[src/rtl/multipit_if.sv]
// Configuration, interrupt and readback signals of the multi-channel interval timer.
// The timer side uses the slave modport and the controlling side uses the master modport.
interface multipit_if #(
    parameter int N_CH  = 4,
    parameter int CNT_W = 16,
    parameter int DIV_W = 8
);
    localparam int CH_W = (N_CH > 1) ? $clog2(N_CH) : 1;

    logic              cfg_we;
    logic [CH_W-1:0]   cfg_ch;
    logic [CNT_W-1:0]  cfg_reload;
    logic              cfg_enable;
    logic              cfg_repeat;
    logic              cfg_div_en;
    logic [DIV_W-1:0]  prescale;
    logic [N_CH-1:0]   irq_mask;
    logic [N_CH-1:0]   irq_clr;
    logic [CH_W-1:0]   rd_ch;
    logic [CNT_W-1:0]  rd_count;
    logic [N_CH-1:0]   running;
    logic [N_CH-1:0]   irq_pulse;
    logic [N_CH-1:0]   irq_status;
    logic              interrupting;

    modport master (
        output cfg_we, cfg_ch, cfg_reload, cfg_enable, cfg_repeat, cfg_div_en,
        output prescale, irq_mask, irq_clr, rd_ch,
        input  rd_count, running, irq_pulse, irq_status, interrupting
    );

    modport slave (
        input  cfg_we, cfg_ch, cfg_reload, cfg_enable, cfg_repeat, cfg_div_en,
        input  prescale, irq_mask, irq_clr, rd_ch,
        output rd_count, running, irq_pulse, irq_status, interrupting
    );
endinterface

[src/rtl/multipit.sv]
// Multi-channel programmable interval timer: N_CH down-counters sharing one prescaler,
// each with a one-shot/repeat mode, a one-cycle expiry pulse and a sticky status flag.
module multipit #(
    parameter int N_CH  = 4,
    parameter int CNT_W = 16,
    parameter int DIV_W = 8
) (
    input  logic      clk,
    input  logic      rst_n,
    multipit_if.slave bus
);
    localparam int CH_W = (N_CH > 1) ? $clog2(N_CH) : 1;

    logic [DIV_W-1:0] presc_cnt;
    logic             tick;

    logic [CNT_W-1:0] count_q  [N_CH];
    logic [CNT_W-1:0] reload_q [N_CH];
    logic [N_CH-1:0]  run_q;
    logic [N_CH-1:0]  rep_q;
    logic [N_CH-1:0]  div_q;
    logic [N_CH-1:0]  pulse_q;
    logic [N_CH-1:0]  status_q;

    logic [N_CH-1:0]  wr_sel;
    logic [N_CH-1:0]  step;
    logic [N_CH-1:0]  expire;
    logic [CNT_W-1:0] rd_val;

    // A prescale lowered below the current count still produces a tick and wraps at once.
    assign tick = (presc_cnt >= bus.prescale);

    // NOTE: state registers use non-blocking assignments so every flop samples pre-edge values.
    always_ff @(posedge clk or negedge rst_n) begin
        if (!rst_n) begin
            presc_cnt <= '0;
        end else if (tick) begin
            presc_cnt <= '0;
        end else begin
            presc_cnt <= presc_cnt + DIV_W'(1);
        end
    end

    // NOTE: every signal written here gets a default first, so no latch can be inferred.
    always_comb begin
        wr_sel = '0;
        step   = '0;
        expire = '0;
        for (int c = 0; c < N_CH; c++) begin
            wr_sel[c] = bus.cfg_we && (bus.cfg_ch == CH_W'(c));
            step[c]   = run_q[c] && (!div_q[c] || tick);
            // A write in the same cycle cancels the expiry entirely.
            expire[c] = step[c] && (count_q[c] == CNT_W'(1)) && !wr_sel[c];
        end
    end

    // NOTE: the counter and reload arrays are small register files and are reset explicitly,
    // because readback must show 0 right after reset.
    always_ff @(posedge clk or negedge rst_n) begin
        if (!rst_n) begin
            for (int c = 0; c < N_CH; c++) begin
                count_q[c]  <= '0;
                reload_q[c] <= '0;
            end
            run_q    <= '0;
            rep_q    <= '0;
            div_q    <= '0;
            pulse_q  <= '0;
            status_q <= '0;
        end else begin
            for (int c = 0; c < N_CH; c++) begin
                if (wr_sel[c]) begin
                    count_q[c]  <= bus.cfg_reload;
                    reload_q[c] <= bus.cfg_reload;
                    rep_q[c]    <= bus.cfg_repeat;
                    div_q[c]    <= bus.cfg_div_en;
                    run_q[c]    <= bus.cfg_enable && (bus.cfg_reload != '0);
                end else if (expire[c]) begin
                    if (rep_q[c]) begin
                        count_q[c] <= reload_q[c];
                    end else begin
                        count_q[c] <= '0;
                        run_q[c]   <= 1'b0;
                    end
                end else if (step[c]) begin
                    count_q[c] <= count_q[c] - CNT_W'(1);
                end
            end
            pulse_q  <= expire;
            // Set has priority over a same-cycle write-1-to-clear.
            status_q <= (status_q & ~bus.irq_clr) | expire;
        end
    end

    // Out-of-range channel indices match no entry and read back as 0.
    always_comb begin
        rd_val = '0;
        for (int c = 0; c < N_CH; c++) begin
            if (bus.rd_ch == CH_W'(c)) begin
                rd_val = count_q[c];
            end
        end
    end

    assign bus.rd_count     = rd_val;
    assign bus.running      = run_q;
    assign bus.irq_pulse    = pulse_q;
    assign bus.irq_status   = status_q;
    assign bus.interrupting = |(status_q & bus.irq_mask);
endmodule

[src/flat_wrapper.sv]
// flat-port wrapper written by rule: the top's interface ports become plain ports
module multipit_flat 
#(
    parameter int N_CH  = 4,
    parameter int CNT_W = 16,
    parameter int DIV_W = 8
)
  (clk, rst_n, bus_cfg_we, bus_cfg_ch, bus_cfg_reload, bus_cfg_enable, bus_cfg_repeat, bus_cfg_div_en, bus_prescale, bus_irq_mask, bus_irq_clr, bus_rd_ch, bus_rd_count, bus_running, bus_irq_pulse, bus_irq_status, bus_interrupting);
  multipit_if #(.N_CH(N_CH), .CNT_W(CNT_W), .DIV_W(DIV_W)) bus_i ();
  input  logic clk;
  input  logic rst_n;
  input wire logic [$bits(bus_i.cfg_we)-1:0] bus_cfg_we;
  input wire logic [$bits(bus_i.cfg_ch)-1:0] bus_cfg_ch;
  input wire logic [$bits(bus_i.cfg_reload)-1:0] bus_cfg_reload;
  input wire logic [$bits(bus_i.cfg_enable)-1:0] bus_cfg_enable;
  input wire logic [$bits(bus_i.cfg_repeat)-1:0] bus_cfg_repeat;
  input wire logic [$bits(bus_i.cfg_div_en)-1:0] bus_cfg_div_en;
  input wire logic [$bits(bus_i.prescale)-1:0] bus_prescale;
  input wire logic [$bits(bus_i.irq_mask)-1:0] bus_irq_mask;
  input wire logic [$bits(bus_i.irq_clr)-1:0] bus_irq_clr;
  input wire logic [$bits(bus_i.rd_ch)-1:0] bus_rd_ch;
  output wire logic [$bits(bus_i.rd_count)-1:0] bus_rd_count;
  output wire logic [$bits(bus_i.running)-1:0] bus_running;
  output wire logic [$bits(bus_i.irq_pulse)-1:0] bus_irq_pulse;
  output wire logic [$bits(bus_i.irq_status)-1:0] bus_irq_status;
  output wire logic [$bits(bus_i.interrupting)-1:0] bus_interrupting;
  assign bus_i.cfg_we = bus_cfg_we;
  assign bus_i.cfg_ch = bus_cfg_ch;
  assign bus_i.cfg_reload = bus_cfg_reload;
  assign bus_i.cfg_enable = bus_cfg_enable;
  assign bus_i.cfg_repeat = bus_cfg_repeat;
  assign bus_i.cfg_div_en = bus_cfg_div_en;
  assign bus_i.prescale = bus_prescale;
  assign bus_i.irq_mask = bus_irq_mask;
  assign bus_i.irq_clr = bus_irq_clr;
  assign bus_i.rd_ch = bus_rd_ch;
  assign bus_rd_count = bus_i.rd_count;
  assign bus_running = bus_i.running;
  assign bus_irq_pulse = bus_i.irq_pulse;
  assign bus_irq_status = bus_i.irq_status;
  assign bus_interrupting = bus_i.interrupting;
  multipit #(.N_CH(N_CH), .CNT_W(CNT_W), .DIV_W(DIV_W)) u_core (.clk(clk), .rst_n(rst_n), .bus(bus_i));
endmodule
[config.mk]
export PLATFORM = sky130hd
export DESIGN_NAME = multipit_flat
export DESIGN_NICKNAME = d
export VERILOG_FILES = /design/src/rtl/multipit_if.sv /design/src/rtl/multipit.sv /design/src/flat_wrapper.sv
export SDC_FILE = /design/constraint.sdc
export NUM_CORES = 1
export LEC_CHECK = 0
export ABC_CLOCK_PERIOD_IN_PS = 2500
export BUFFER_PORTS_ARGS = -buffer_cell sky130_fd_sc_hd__buf_2
export CAP_MARGIN = 15
export CORE_MARGIN = 3
export CORE_UTILIZATION = 28
export CTS_CLUSTER_SIZE = 10
export DETAILED_ROUTE_END_ITERATION = 6
export HOLD_SLACK_MARGIN = 0.02
export SLEW_MARGIN = 20
export SYNTH_ARGS = -nofsm -noshare
export SYNTH_HDL_FRONTEND = slang
export SYNTH_SLANG_ARGS = --single-unit
[constraint.sdc]
create_clock -name clk -period 2.5 [get_ports clk]
set_input_delay 0.25 -clock clk [delete_from_list [all_inputs] [get_ports clk]]
set_output_delay 0.25 -clock clk [all_outputs]
set_load 0.02 [all_outputs]
* After elaboration in Yosys (flattened, before gate mapping)
Cells that the tools add are included.
** Operators by class
- Equal/unequal tests :: 14
- Multiplexer cells :: 33
- Reduce and logical (&&, ||, !) cells :: 45
- Magnitude comparators :: 1
- Add/subtract/negate cells :: 5
- Bitwise logic cells :: 4
** Operators by type and width (count)
- 16-bit 2-to-1 mux :: 20
- 16-bit by 1-bit equality test with 1-bit output (second input constant) :: 4
- 16-bit by 1-bit subtractor with 16-bit output (second input constant) :: 4
- 1-bit logical AND :: 17
- 16-bit nonzero test :: 1
- 1-bit 2-to-1 mux :: 12
- 3-bit nonzero test :: 4
- 8-bit by 1-bit adder with 8-bit output (second input constant) :: 1
- 4-bit AND :: 2
- 2-bit equality test (second input constant) :: 4
- 8-bit greater-or-equal comparator :: 1
- 1-bit logical NOT :: 8
- 8-bit 2-to-1 mux :: 1
- 2-bit != test (second input constant) :: 4
- 2-bit AND reduction :: 4
- 2-bit nonzero test :: 4
- 2-bit by 1-bit equality test with 1-bit output (second input constant) :: 2
- 2-bit logical NOT :: 2
- 1-bit logical OR :: 4
- 4-bit NOT :: 1
- 4-bit bitwise OR :: 1
- 4-bit OR reduction :: 1
** Storage, ports and cells
- Register bits after elaboration :: 156
- Bits of input ports :: 42
- Word-level logic and storage cells :: 125

* Longest topological paths before layout
- Depth in word-level cells :: 7
- Gate-level depth with buffers :: 11
- Gate-level depth less buffers :: 9

* Worst setup path after synthesis
No wires, ideal clock.
- Path type :: reg-to-reg
- Start point :: register u_core.presc_cnt[1]
- End point :: register u_core.count_q[21] in the netlist's numbering
- Buffers on the path :: 2
- Setup time :: 0.127 ns
- Path slack :: 0.001 ns
- Cell stages (with the launch flop) :: 11
- Period minus slack after synthesis :: 2.499 ns
- Arrival :: 2.372 ns
- Data required time :: 2.373 ns
- Cell sequence :: dfrtp_1 > ha_1 > nor2b_1 > o211a_1 > o311a_1 > buf_2 > o21a_1 > and2_1 > buf_4 > a221oi_1 > o21ai_1
** Between the ends
- Word-level cells in the longest chain between the ends :: 7
- Elaborated cells between the ends (all ways) :: 8
- Classes of those cells :: 1 x order compare; 2 x mux; 5 x reduce/logical
** Ends and longest elaborated chain
- start: declaration :: RTL line multipit.sv:14 : logic [DIV_W-1:0] presc_cnt;
- start signal: assignment :: RTL line multipit.sv:40 : presc_cnt <= presc_cnt + DIV_W'(1);
- 8-bit greater-or-equal comparator * :: RTL line multipit.sv:31 : assign tick = (presc_cnt >= bus.prescale);
- 1-bit logical OR * :: RTL line multipit.sv:51 : step[c] = run_q[c] && (!div_q[c] || tick);
- 1-bit logical AND * :: RTL line multipit.sv:51
- 1-bit logical AND (2 in a row) :: RTL line multipit.sv:53 : expire[c] = step[c] && (count_q[c] == CNT_W'(1)) && !wr_sel[c];
- 16-bit 2-to-1 mux :: RTL line multipit.sv:78 : end else if (expire[c]) begin
- 16-bit 2-to-1 mux :: RTL line multipit.sv:72 : if (wr_sel[c]) begin
- end signal: indexed assignment :: RTL line multipit.sv:73 : count_q[c] <= bus.cfg_reload;
- end signal: indexed assignment :: RTL line multipit.sv:80 : count_q[c] <= reload_q[c];
- end signal: indexed assignment :: RTL line multipit.sv:86 : count_q[c] <= count_q[c] - CNT_W'(1);
- end: declaration :: RTL line multipit.sv:17 : logic [CNT_W-1:0] count_q [N_CH];
Every way passes the cells marked *; elsewhere a longest branch is shown, timed or not.
A chain may end at the register's enable or synchronous reset.

* Final worst setup path
- Start point :: register u_core.presc_cnt[1]
- End point :: register u_core.count_q[52] in the netlist's numbering
The elaborated chain is that of the path after synthesis.

==> results.py <==
metrics = {
    "outcome": {
        "status": "complete, no violations",
    },
    "layout": {
        "post-route-util_pct": 36.55,
        "final_common_cell": "nand2_1",
        "n_fill_cell": 3115,
        "num_antenna_cells": 0,
        "final_cell_mix": "nand2_1, dfrtp_1, buf_4",
        "syn2layout_area_growth_pct": 27.02,
        "nets": 1233,
        "drive_above_1_share_pct": 25.27,
        "fin_area_mm2": 0.01133,
    },
    "die": {
        "io_pins": 71,
        "fp.dieArea_mm2": 0.03403,
        "core_mm2": 0.03099,
        "dieWidth_um": 184.5,
        "initial_utilization_pct": 28.78,
        "rows": 64,
        "fp.dieH_um": 184.5,
    },
    "placed_design": {
        "dp_hpwl_um": 23330,
        "pre_cts_slack_ns": -0.05584,
        "place.gp.congestion": 0.9153,
        "port_buffers": 70,
        "placedInstanceArea_mm2": 0.01044,
    },
    "clocking": {
        "numCtsBuffers": 17,
        "cts.path.max_buffers": 2,
        "cts.clk_slew.worst_paths_ns": 0.07,
        "cts_tree": "yes",
        "cts_htree_levels": 4,
        "clk_latency_ns": 0.44,
        "cts_num_sinks": 156,
        "clockRootBuffer": "clkbuf_16",
    },
    "synthesis": {
        "postSynthCellCount": 1015,
        "syn_area_mm2": 0.008917,
        "synthFlopType": "dfrtp_1",
        "synth_cell_types": 78,
        "ys_async_sr_fraction_pct": 100.0,
        "synth_edf_count": 0,
        "syn_avg_cell_area_um2": 8.786,
        "syn-num-nets": 1074,
        "yosys_warnings": 0,
        "ys_seq_area_share_pct": 43.78,
        "ys_ff_latch": 156,
    },
    "pwr": {
        "p_per_area_mw_per_mm2": 1011,
        "leakage_nw": 5.190,
        "vdd_drop_max_mv": 0.4345,
        "p_total_mw": 11.46,
    },
    "drt": {
        "post-route-drc-count": 0,
        "drt-pass1-iter-count": 5,
        "drtAntennaViolNets": 0,
        "wl_um": 32740,
        "vias": 8785,
        "avgRoutedWirePerCell_um": 20.68,
        "drt_iter0_drc": 797,
        "routed_via_density": 5.550,
    },
    "timing": {
        "hold_viol": 0,
        "slew_viol_final": 0,
        "fin_skew_ns": 0.01097,
        "max_freq_mhz": 405.0,
        "worstMarginPinSlew_ns": 0.6478,
        "setup_viol": 0,
        "fin_ws_ns": 0.03079,
        "fin_crit_ns": 2.469,
        "slew_headroom_pct": 56.48,
        "fin_crit_sh_pct": 98.77,
        "rsz0062_at_grt": "true",
    },
    "setup_path": {
        "critPathSlowestCell": "dfrtp_1",
        "worstPathArrival_ns": 2.79,
        "cp_max_fo": 8,
        "endpoint_kind": "register",
        "cp.required_ns": 2.82,
        "path_cells": "ha_1, nor2b_1, o211a_1, o311a_1, buf_12, o21ai_4, nor3_2, buf_4, a221oi_2, o21ai_1",
        "critPathLaunchType": "register",
        "critical_path_class": "reg2reg",
        "max_stage_delay_ns": 0.38,
    },
    "global_route": {
        "antenna_found_initial": 0,
        "grt.total_usage_pct": 19.19,
        "grt_start_max_net_pins": 63,
        "first_global_vias": 8569,
        "grt_overflow": 0,
        "grt_pass1_wl_um": 50090,
    },
    "flow_run": {
        "maxCapViolCount": 0,
    },
    "hold_path": {
        "holdCritPathClass": "in2reg",
    },
}
==> cell usage after synthesis, drive strengths merged, types with 13 or more instances <==
cell type  count  share of area (%)
nand3         30                1.7
nor2          68                2.9
buf           14                1.0
clkbuf        37                1.7
nand2        258                 11
nor4          13                1.1
dfrtp        156                 44
a22oi         16                1.3
o21ai         80                4.5
mux4          16                4.1
and2          17                1.2
o211ai        18                1.5
nor3          26                1.7
a21o          14                1.2
inv           24                1.0
a21oi         42                2.4
a211oi        14                1.2
ha            17                2.4
a221oi        16                1.6
==> worst max-delay path, delay by kind of cell, from the launching register on <==
family / cells / cell delay, ns
flip-flops: 1 / 0.38
AND/OR/NAND/NOR: 2 / 0.20
AO/OA/AOI/OAI: 5 / 1.14
buffers and inverters: 2 / 0.34
adder cells (fa/ha/maj): 1 / 0.28
==> cell families after synthesis <==
family / count (synthesis) / share of synthesized area, %
flops: 156 / 43.78
fa+ha+maj: 17 / 2.385
compound gates: 254 / 19.04
simple gates: 477 / 25.02
mux: 19 / 4.434
buf+inv: 75 / 3.676
xor+xnor: 17 / 1.670
==> metal layers <==
metal	vias up	global-route usage (%)	wire, um
li1	4004	-	-
met1	4285	25.59	13820
met2	413	28.77	14420
met3	83	5.980	3167
met4	0	8.225	1335
met5	-	0	0
==> area by class of cell <==
type / count / area (um^2) / share of cell area (%)
multi-input combinational: 784 / 4907 / 43.32
inverter: 24 / 90.09 / 0.7953
clock buffer: 17 / 425.4 / 3.756
timing repair buffer: 191 / 1353 / 11.94
clock inverter: 15 / 152.6 / 1.348
sequential: 156 / 3904 / 34.46
tap: 396 / 495.5 / 4.374
==> what timing repair did <==
| action | in CTS | in global routing |
|---|---|---|
| cloned | 0 | 2 |
| gates resized for setup | 7 | 52 |
| setup endpoints to repair | 8 | 55 |
| setup buffers | 3 | 3 |
| endpoints found under the hold margin | 60 | 0 |
| pin swaps | 2 | 9 |
| hold buffers | 2 | 0 |
==> state kept, by name, indices dropped and copies added (netlist names) <==
name,count
u_core.count_q,64
u_core.reload_q,64
u_core.presc_cnt,8
u_core.bus.irq_pulse,4
u_core.bus.irq_status,4
u_core.bus.running,4
u_core.div_q,4
u_core.rep_q,4
==> path summary, 6_finish.rpt <==
kind	from	to	slack, ns	depth (start not counted)
setup / recovery	u_core.presc_cnt[1]$_DFF_PN0_	u_core.count_q[52]$_DFFE_PN0P_	0.03	10
hold / removal	bus_irq_clr[1]	u_core.bus.irq_status[1]$_DFF_PN0_	0.08	3
max in group asynchronous	rst_n	u_core.reload_q[21]$_DFFE_PN0P_	1.42	3
hold reg to reg	u_core.div_q[2]$_DFFE_PN0P_	u_core.div_q[2]$_DFFE_PN0P_	0.48	2
min in group asynchronous	rst_n	u_core.bus.irq_pulse[0]$_DFF_PN0_	0.36	2
setup reg to reg	u_core.presc_cnt[1]$_DFF_PN0_	u_core.count_q[52]$_DFFE_PN0P_	0.03	10
==> power breakdown <==
group | internal, mW | total, mW | switching (mW) | leakage (nW)
clock network | 1.41 | 2.63 | 1.22 | 0.283
registers | 3.22 | 4.02 | 0.802 | 1.93
logic | 2.07 | 4.81 | 2.73 | 2.97
total | 6.70 | 11.5 | 4.76 | 5.19
==> stage by stage <==
stage / TNS, ns / hold slack (ns) / instances
global placement: -0.05305 / 0.2850 / 1541
CTS: 0 / 0.06713 / 1578
global route: -0.2122 / 0.1050 / 1583
detailed placement: -0.09164 / 0.2915 / 1541
floorplan: 0 / -0.04559 / 1015
finish: 0 / 0.07500 / 1583
Power figures use the tool's default switching activity.
